$ cat config.mk
export PLATFORM = sky130hd
export DESIGN_NAME = code_deserializer
export DESIGN_NICKNAME = d
export VERILOG_FILES = /design/src/rtl/code_pkg.sv /design/src/rtl/code_symbol_decoder.sv /design/src/rtl/code_deserializer.sv
export SDC_FILE = /design/constraint.sdc
export NUM_CORES = 1
export LEC_CHECK = 0
export BUFFER_PORTS_ARGS = -buffer_cell sky130_fd_sc_hd__buf_2
export CORE_MARGIN = 1.5
export CORE_UTILIZATION = 51
export CTS_CLUSTER_DIAMETER = 80
export DETAILED_ROUTE_END_ITERATION = 16
export HOLD_SLACK_MARGIN = 0.12
export PLACE_DENSITY = 0.74
export RECOVER_POWER = 100
export REMOVE_ABC_BUFFERS = 1
export SYNTH_ARGS = -nofsm -noshare
export SYNTH_HDL_FRONTEND = slang
export SYNTH_SLANG_ARGS = --single-unit
$ cat constraint.sdc
create_clock -name clk_i -period 1.67 [get_ports clk_i]
set_input_delay 0.0835 -clock clk_i [delete_from_list [all_inputs] [get_ports clk_i]]
set_output_delay 0.0835 -clock clk_i [all_outputs]
set_load 0.05 [all_outputs]
$ cat src/rtl/code_pkg.sv
// code_pkg: symbol constants, deserializer FSM states and symbol decode shared with the line coder.
package code_pkg;
    localparam logic [1:0] SYM_ONE     = 2'b00;
    localparam logic [1:0] SYM_ZERO_P  = 2'b01;
    localparam logic [1:0] SYM_ZERO_N  = 2'b10;
    localparam logic [1:0] SYM_ILLEGAL = 2'b11;

    typedef enum logic {COLLECT, FULL} state_e;

    function automatic logic decode_bit(input logic [1:0] s);
        return s == SYM_ONE;
    endfunction

    function automatic logic is_zero_sym(input logic [1:0] s);
        return s == SYM_ZERO_P || s == SYM_ZERO_N;
    endfunction
endpackage

$ cat src/rtl/code_symbol_decoder.sv
// code_symbol_decoder: maps one code symbol to a data bit and an illegal flag.
// With CODE_ALT_CHECK_EN it also flags a zero symbol repeating the previous zero's polarity.
module code_symbol_decoder
    import code_pkg::*;
(
    input  logic [1:0] code_i,
`ifdef CODE_ALT_CHECK_EN
    input  logic [1:0] last_zero_i,
    output logic       alt_err_o,
`endif
    output logic       bit_o,
    output logic       illegal_o
);
    assign bit_o     = decode_bit(code_i);
    assign illegal_o = code_i == SYM_ILLEGAL;
`ifdef CODE_ALT_CHECK_EN
    assign alt_err_o = is_zero_sym(code_i) && code_i == last_zero_i;
`endif
endmodule

$ cat src/rtl/code_deserializer.sv
// code_deserializer: decodes 2-bit code symbols into WIDTH-bit words (LSB first) on a valid/ready output.
// Optional zero-polarity alternation check enabled by CODE_ALT_CHECK_EN.
module code_deserializer
    import code_pkg::*;
#(
    parameter  int WIDTH = 23,
    localparam int CNT_W = $clog2(WIDTH + 1)
) (
    input  logic             clk_i,
    input  logic             rst_ni,
    input  logic             code_valid_i,
    input  logic [1:0]       code_i,
    input  logic             word_ready_i,
    output logic             word_valid_o,
    output logic [WIDTH-1:0] word_o,
    output logic             sym_err_o,
    output logic             busy_o
);
    state_e           state_q, state_d;
    logic [CNT_W-1:0] count_q, count_d;
    logic [WIDTH-1:0] shift_q, shift_d, word_q, word_d;
    logic             acc_q, acc_d, err_q, err_d;
    logic             dec_bit, illegal, sym_bad;

`ifdef CODE_ALT_CHECK_EN
    logic [1:0] last_zero_q, last_zero_d;
    logic       alt_err;
    code_symbol_decoder u_dec (
        .code_i      (code_i),
        .last_zero_i (last_zero_q),
        .alt_err_o   (alt_err),
        .bit_o       (dec_bit),
        .illegal_o   (illegal)
    );
    assign sym_bad     = illegal | alt_err;
    assign last_zero_d = (code_valid_i && is_zero_sym(code_i)) ? code_i : last_zero_q;
    always_ff @(posedge clk_i or negedge rst_ni) begin
        if (!rst_ni) last_zero_q <= SYM_ZERO_N;
        else         last_zero_q <= last_zero_d;
    end
`else
    code_symbol_decoder u_dec (
        .code_i    (code_i),
        .bit_o     (dec_bit),
        .illegal_o (illegal)
    );
    assign sym_bad = illegal;
`endif

    always_comb begin
        state_d = state_q;
        count_d = count_q;
        shift_d = shift_q;
        acc_d   = acc_q;
        word_d  = word_q;
        err_d   = err_q;
        if (state_q == FULL && word_ready_i) state_d = COLLECT;
        // Symbols are taken in every state: the coder upstream cannot be stalled.
        if (code_valid_i) begin
            shift_d = (shift_q & ~(WIDTH'(1) << count_q)) | (WIDTH'(dec_bit) << count_q);
            if (count_q == CNT_W'(WIDTH - 1)) begin
                word_d  = shift_d;
                err_d   = acc_q | sym_bad;
                count_d = '0;
                acc_d   = 1'b0;
                state_d = FULL;
            end else begin
                count_d = count_q + CNT_W'(1);
                acc_d   = acc_q | sym_bad;
            end
        end
    end

    always_ff @(posedge clk_i or negedge rst_ni) begin
        if (!rst_ni) begin
            state_q <= COLLECT;
            count_q <= '0;
            shift_q <= '0;
            acc_q   <= 1'b0;
            word_q  <= '0;
            err_q   <= 1'b0;
        end else begin
            state_q <= state_d;
            count_q <= count_d;
            shift_q <= shift_d;
            acc_q   <= acc_d;
            word_q  <= word_d;
            err_q   <= err_d;
        end
    end

    assign word_valid_o = state_q == FULL;
    assign word_o       = word_q;
    assign sym_err_o    = err_q;
    assign busy_o       = count_q != '0;
endmodule

Word level (Yosys, flattened, before mapping). Index checks and enable logic that the tools add are counted.

Reductions and logical operators: 4. Bitwise logic cells: 4. Add/subtract/negate cells: 1. Muxes and demuxes: 5. Shift-type cells: 2. Equality and inequality tests: 2.

Operators with widths (count): $and 23x23->23 (1); $not 23->23 (1); $or 23x23->23 (1); $shl 1x5->23 (1); $shl 1x5->23 const A (1); $add 5x1->5 const B (1); $eq 5x5->1 const B (1); $mux 5 (1); $reduce_bool 5->1 (1); $mux 1 (4); $eq 2x2->1 const B (1); $logic_not 2->1 (1); $reduce_and 2->1 (1); $logic_and 1x1->1 (1); $or 1x1->1 (1).

Output and inout bits: 26. Flip-flop bits (word level): 54. Logic and storage cells: 24. Input port bits: 6.

Logic depth before layout (Yosys ltp).
Word-level depth: 4. Depth in mapped cells: 7. Gate-level depth less buffers: 5.

Modules after synthesis. Synthesis repeated with hierarchy kept, for this count alone.

Cells, all modules: 244. Area, all modules: 2697.6 um2.

By module, submodules not included: code_deserializer (cells an instance 242, sequential area each 1326.3 um2, times used 1, area an instance 2687.6 um2); code_symbol_decoder (cells an instance 2, sequential area each 0.0 um2, times used 1, area an instance 10.0 um2).

Worst setup path after synthesis. OpenSTA, ideal clock, no wires.

Path type: reg-to-reg. From: register count_q[0]. To: register shift_q[0]. Path buffers: 0. Clock period less this slack: 1956 ps. Required time: 1533 ps. Setup slack: -286 ps. Data arrival time: 1819 ps. Cell stages (with the launch flop): 6. Setup time: 137 ps. Path through: dfrtp_1 -> inv_1 -> ha_1 -> or4b_1 -> a32oi_1 -> a21oi_1.

Longest elaborated chain between the ends: 4. Elaborated cells on any way between the ends: 5. Classes of those cells: shift (2); bitwise (3).

RTL lines: start: declaration (line code_deserializer.sv:20) `logic [CNT_W-1:0] count_q, count_d;`; start signal: assignment (line code_deserializer.sv:84) `count_q <= count_d;`; $shl 1x5->23 (line code_deserializer.sv:60) `shift_d = (shift_q & ~(WIDTH'(1) << count_q)) | (WIDTH'(dec_bit) << count_q);`; $not 23->23 (line code_deserializer.sv:60); $and 23x23->23 (line code_deserializer.sv:60); $or 23x23->23 (*) (line code_deserializer.sv:60); end signal: assignment (line code_deserializer.sv:85) `shift_q <= shift_d;`; end: declaration (line code_deserializer.sv:21) `logic [WIDTH-1:0] shift_q, shift_d, word_q, word_d;`.

Every way passes the cells marked *; elsewhere a longest branch is shown, timed or not. A chain may end at the register's enable or synchronous reset.

Worst setup path in the final report.
From: register count_q[1]. To: output busy_o.

Longest elaborated chain between the ends: 1.

RTL lines: $reduce_bool 5->1 (line code_deserializer.sv:95) `assign busy_o = count_q != '0;`; end: declaration (line code_deserializer.sv:17) `output logic busy_o`.

Every way passes these cells.

==> metrics.md <==
| Metric | Value |
|---|---|
| Type of origin of the critical path | `flop` |
| Cells after Synth | `241` |
| Final WL | `6160 um` |
| CTS tree | `done` |
| Cell count after placement | `347` |
| Row cnt | `25` |
| Largest net degree at the start of global routing | `54` |
| Die area | `5350 um2` |
| Max Fclk | `0.594 GHz` |
| CTS max path bufs | `2` |
| Worst-skew pair later-pin latency | `0.31 ns` |
| Initial DRT Pass Iterations | `4` |
| Total Routing Usage GR | `0.246` |
| Transition time of the tightest slew-check pin | `1.15 ns` |
| Antenna cells | `0` |
| Synthesized area per cell | `10.4 um2` |
| Pre-CTS setup slack | `-0.0196 ns` |
| RSZ-0062 raised after global routing | `true` |
| CTS Root Cell | `clkbuf_8` |
| DRC viols | `0` |
| Max-Cap Viols | `0` |
| Commonest cells in the netlist | `dfrtp_1, o21ai_0, nor2_1, a21oi_1, clkbuf_1` |
| R2R Path Start | `count_q[0]` |
| Die Ht | `73.1 um` |
| Relative slew slack | `0.234` |
| Worst Path Buf+Inv | `2` |
| Largest cells by area after synthesis | `dfrtp_1, o21ai_0, a32oi_1` |
| Final Cycle Share | `1.01` |
| Layout cells sized above 1 | `0.235` |
| Cell area after synthesis | `2510 um2` |
| Clock transition at path regs | `0.10 ns` |
| Worst stage delay on the critical path | `0.48 ns` |
| Die Wd | `73.1 um` |
| Sequential area share after synthesis | `0.529` |
| Synth Register Bits | `53` |
| Share of the synthesized area in the top cell type | `0.529` |
| Crit end category | `output pin` |
| Hold Path Stages | `3` |
| Endpoints failing setup | `1` |
| Power Density | `1970 nW/um2` |
| Layout area overhead | `23.0%` |
| Worst R2R End | `word_o[11]` |
| Clock Skews | `0.0122 ns` |
| Average wire per standard cell | `16.7 um` |
| DRT iter0 DRCs | `185` |
| Setup CP Type | `flop to output pin` |
| H-tree depth | `2` |
| Gpl congestion | `0.837` |
| CORE AREA | `4720 um2` |
| FF-to-FF setup slack | `0.02 ns` |
| Slew Limit Fails | `0` |
| Total power | `0.00607 W` |
| Hold Startpoint | `code_i[0]` |
| Final net count | `313` |
| WP data required | `1.59 ns` |
| Cell taking the most area after synthesis | `dfrtp_1` |
| Hpwl dp | `3790 um` |
| Via count | `2119` |
| Non-filler instance count after layout | `369` |
| R2R depth | `6` |
| CTS Buf Count | `5` |
| Initial antenna violation count | `0` |
| Leak pwr | `1.30 nW` |
| Global-route wire length before repair | `9940 um` |
| Slowest CP cell | `or4b_4` |
| WHS Endpoint | `sym_err_o` |
| Vias per cell | `5.74` |
| Crit path DAT | `1.60 ns` |
| Cell family with most CP delay | `simple AND/OR/NAND/NOR gates` |
| Initial core utilization | `0.531` |
| Ys Warns | `0` |
| Vias in the first global route | `2025` |
| Ys async rst share | `1.00` |
| Critical-path maximum fanout | `3` |
| Routed Antenna Nets | `0` |
| Worst Hold Class | `input port to flop` |
| Main flop type after synthesis | `dfrtp_1` |
| Maximum VDD drop | `0.964 mV` |
| Setup WS post-layout | `-0.0142 ns` |
| Post-synth cell types | `41` |
| Post-synth EDFFs | `0` |
| I/O Pins | `32` |
| Count leader, synth | `dfrtp_1` |
| Status | `complete, but fails checks` |
| Gr ovfl total | `0` |
| Minimum clock period | `1.68 ns` |
| Port Buffers | `31` |
| Clock sink count | `53` |
| Final Hold Viols | `0` |
| Failing checks | `negative setup slack` |
| Worst path cell trace | `inv_2, ha_4, or4b_4, buf_8` |
-- logic make-up after synthesis --
| logic type | after synthesis | share of synthesized area |
|---|---|---|
| AOI/OAI and AO/OA | 88 | 0.205 |
| and+or+nand+nor | 61 | 0.150 |
| DFF | 53 | 0.529 |
| buffers and inverters | 23 | 0.0399 |
| muxes | 9 | 0.0429 |
| adders and majority gates | 6 | 0.0299 |
| xor gates and xnor gates | 1 | 0.00349 |
-- report_power, final --
part | switching (W) | internal [W] | total, W
sequential | 0.000312 | 0.00180 | 0.00211
clock | 0.000434 | 0.000337 | 0.000771
combinational | 0.00209 | 0.00110 | 0.00319
-- final cells by class --
type | instances | area (um2)
timing repair buffer | 71 | 443
tap | 67 | 83.8
clock buffer | 6 | 82.6
multi-input combinational | 165 | 1110
inverter | 5 | 18.8
clock inverter | 2 | 13.8
fill | 397 | 1640
sequential | 53 | 1330
-- routing by layer --
| layer | global-route usage | routed length (um) |
|---|---|---|
| met2 | 0.392 | 2930 |
| met5 | 0 | 0 |
| met4 | 0.0818 | 110 |
| met3 | 0.0511 | 251 |
| met1 | 0.334 | 2870 |
-- cell usage in the layout, fill, tap and decap left out, types with 3 or more instances in the layout --
master         count
a21oi_1           14
a32oi_1           10
buf_2              6
buf_4             33
clkbuf_1          25
clkbuf_8           6
dfrtp_1           52
dlygate4sd3_1      4
ha_1               4
inv_1              3
mux2_2             6
nand2_1           10
nand2b_1           3
nand3b_1           3
nand4b_1           5
nand4bb_1          6
nor2_1            19
o21ai_0           47
o21ai_1            4
-- per-stage QoR --
stage	hold WS [ns]	TNS (ns)	utilization	area (um2)
6_report	0.158	-0.0142	0.653	3080
5_1_grt	0.194	-0.401	0.653	3080
3_5_place_dp	0.0989	-0.0564	0.608	2870
4_1_cts	0.171	-0.0118	0.655	3090
3_3_place_gp	0.0951	0	0.608	2870
2_1_floorplan	-0.212	-4.67	-	2430
-- timing repair --
item                                   in CTS  in global routing
resized for setup                          10                 11
hold buffers                                4                  0
endpoints found under the hold margin      55                  0
setup buffers                               6                  4
pin swaps                                   2                  2
setup endpoints to repair                  13                 28
-- worst register-to-register path, delay by kind of cell (launching register included) --
kind / cells / cell delay (ns)
flip-flops: 1 / 0.40
multiplexers: 1 / 0.36
AND/OR/NAND/NOR: 2 / 0.30
buffers and inverters: 2 / 0.29
adder cells (fa/ha/maj): 1 / 0.20
-- worst max path at each step --
stage                from    endpoint  slack, ns  cells past startpoint
2_1_floorplan  count_q[3]  word_o[10]      -0.34                      3
3_3_place_gp   count_q[0]   word_o[0]       0.03                      5
3_5_place_dp   count_q[0]   word_o[0]      -0.02                      5
4_1_cts        count_q[1]      busy_o      -0.01                      4
5_1_grt        count_q[1]      busy_o      -0.06                      4
6_report       count_q[1]      busy_o      -0.01                      4
-- sequential cells by signal (all words and copies together) (netlist names) --
name          count
word_o           23
sym_err_o         1
count_q           5
acc_q             1
shift_q          22
word_valid_o      1
Power figures use the tool's default switching activity.
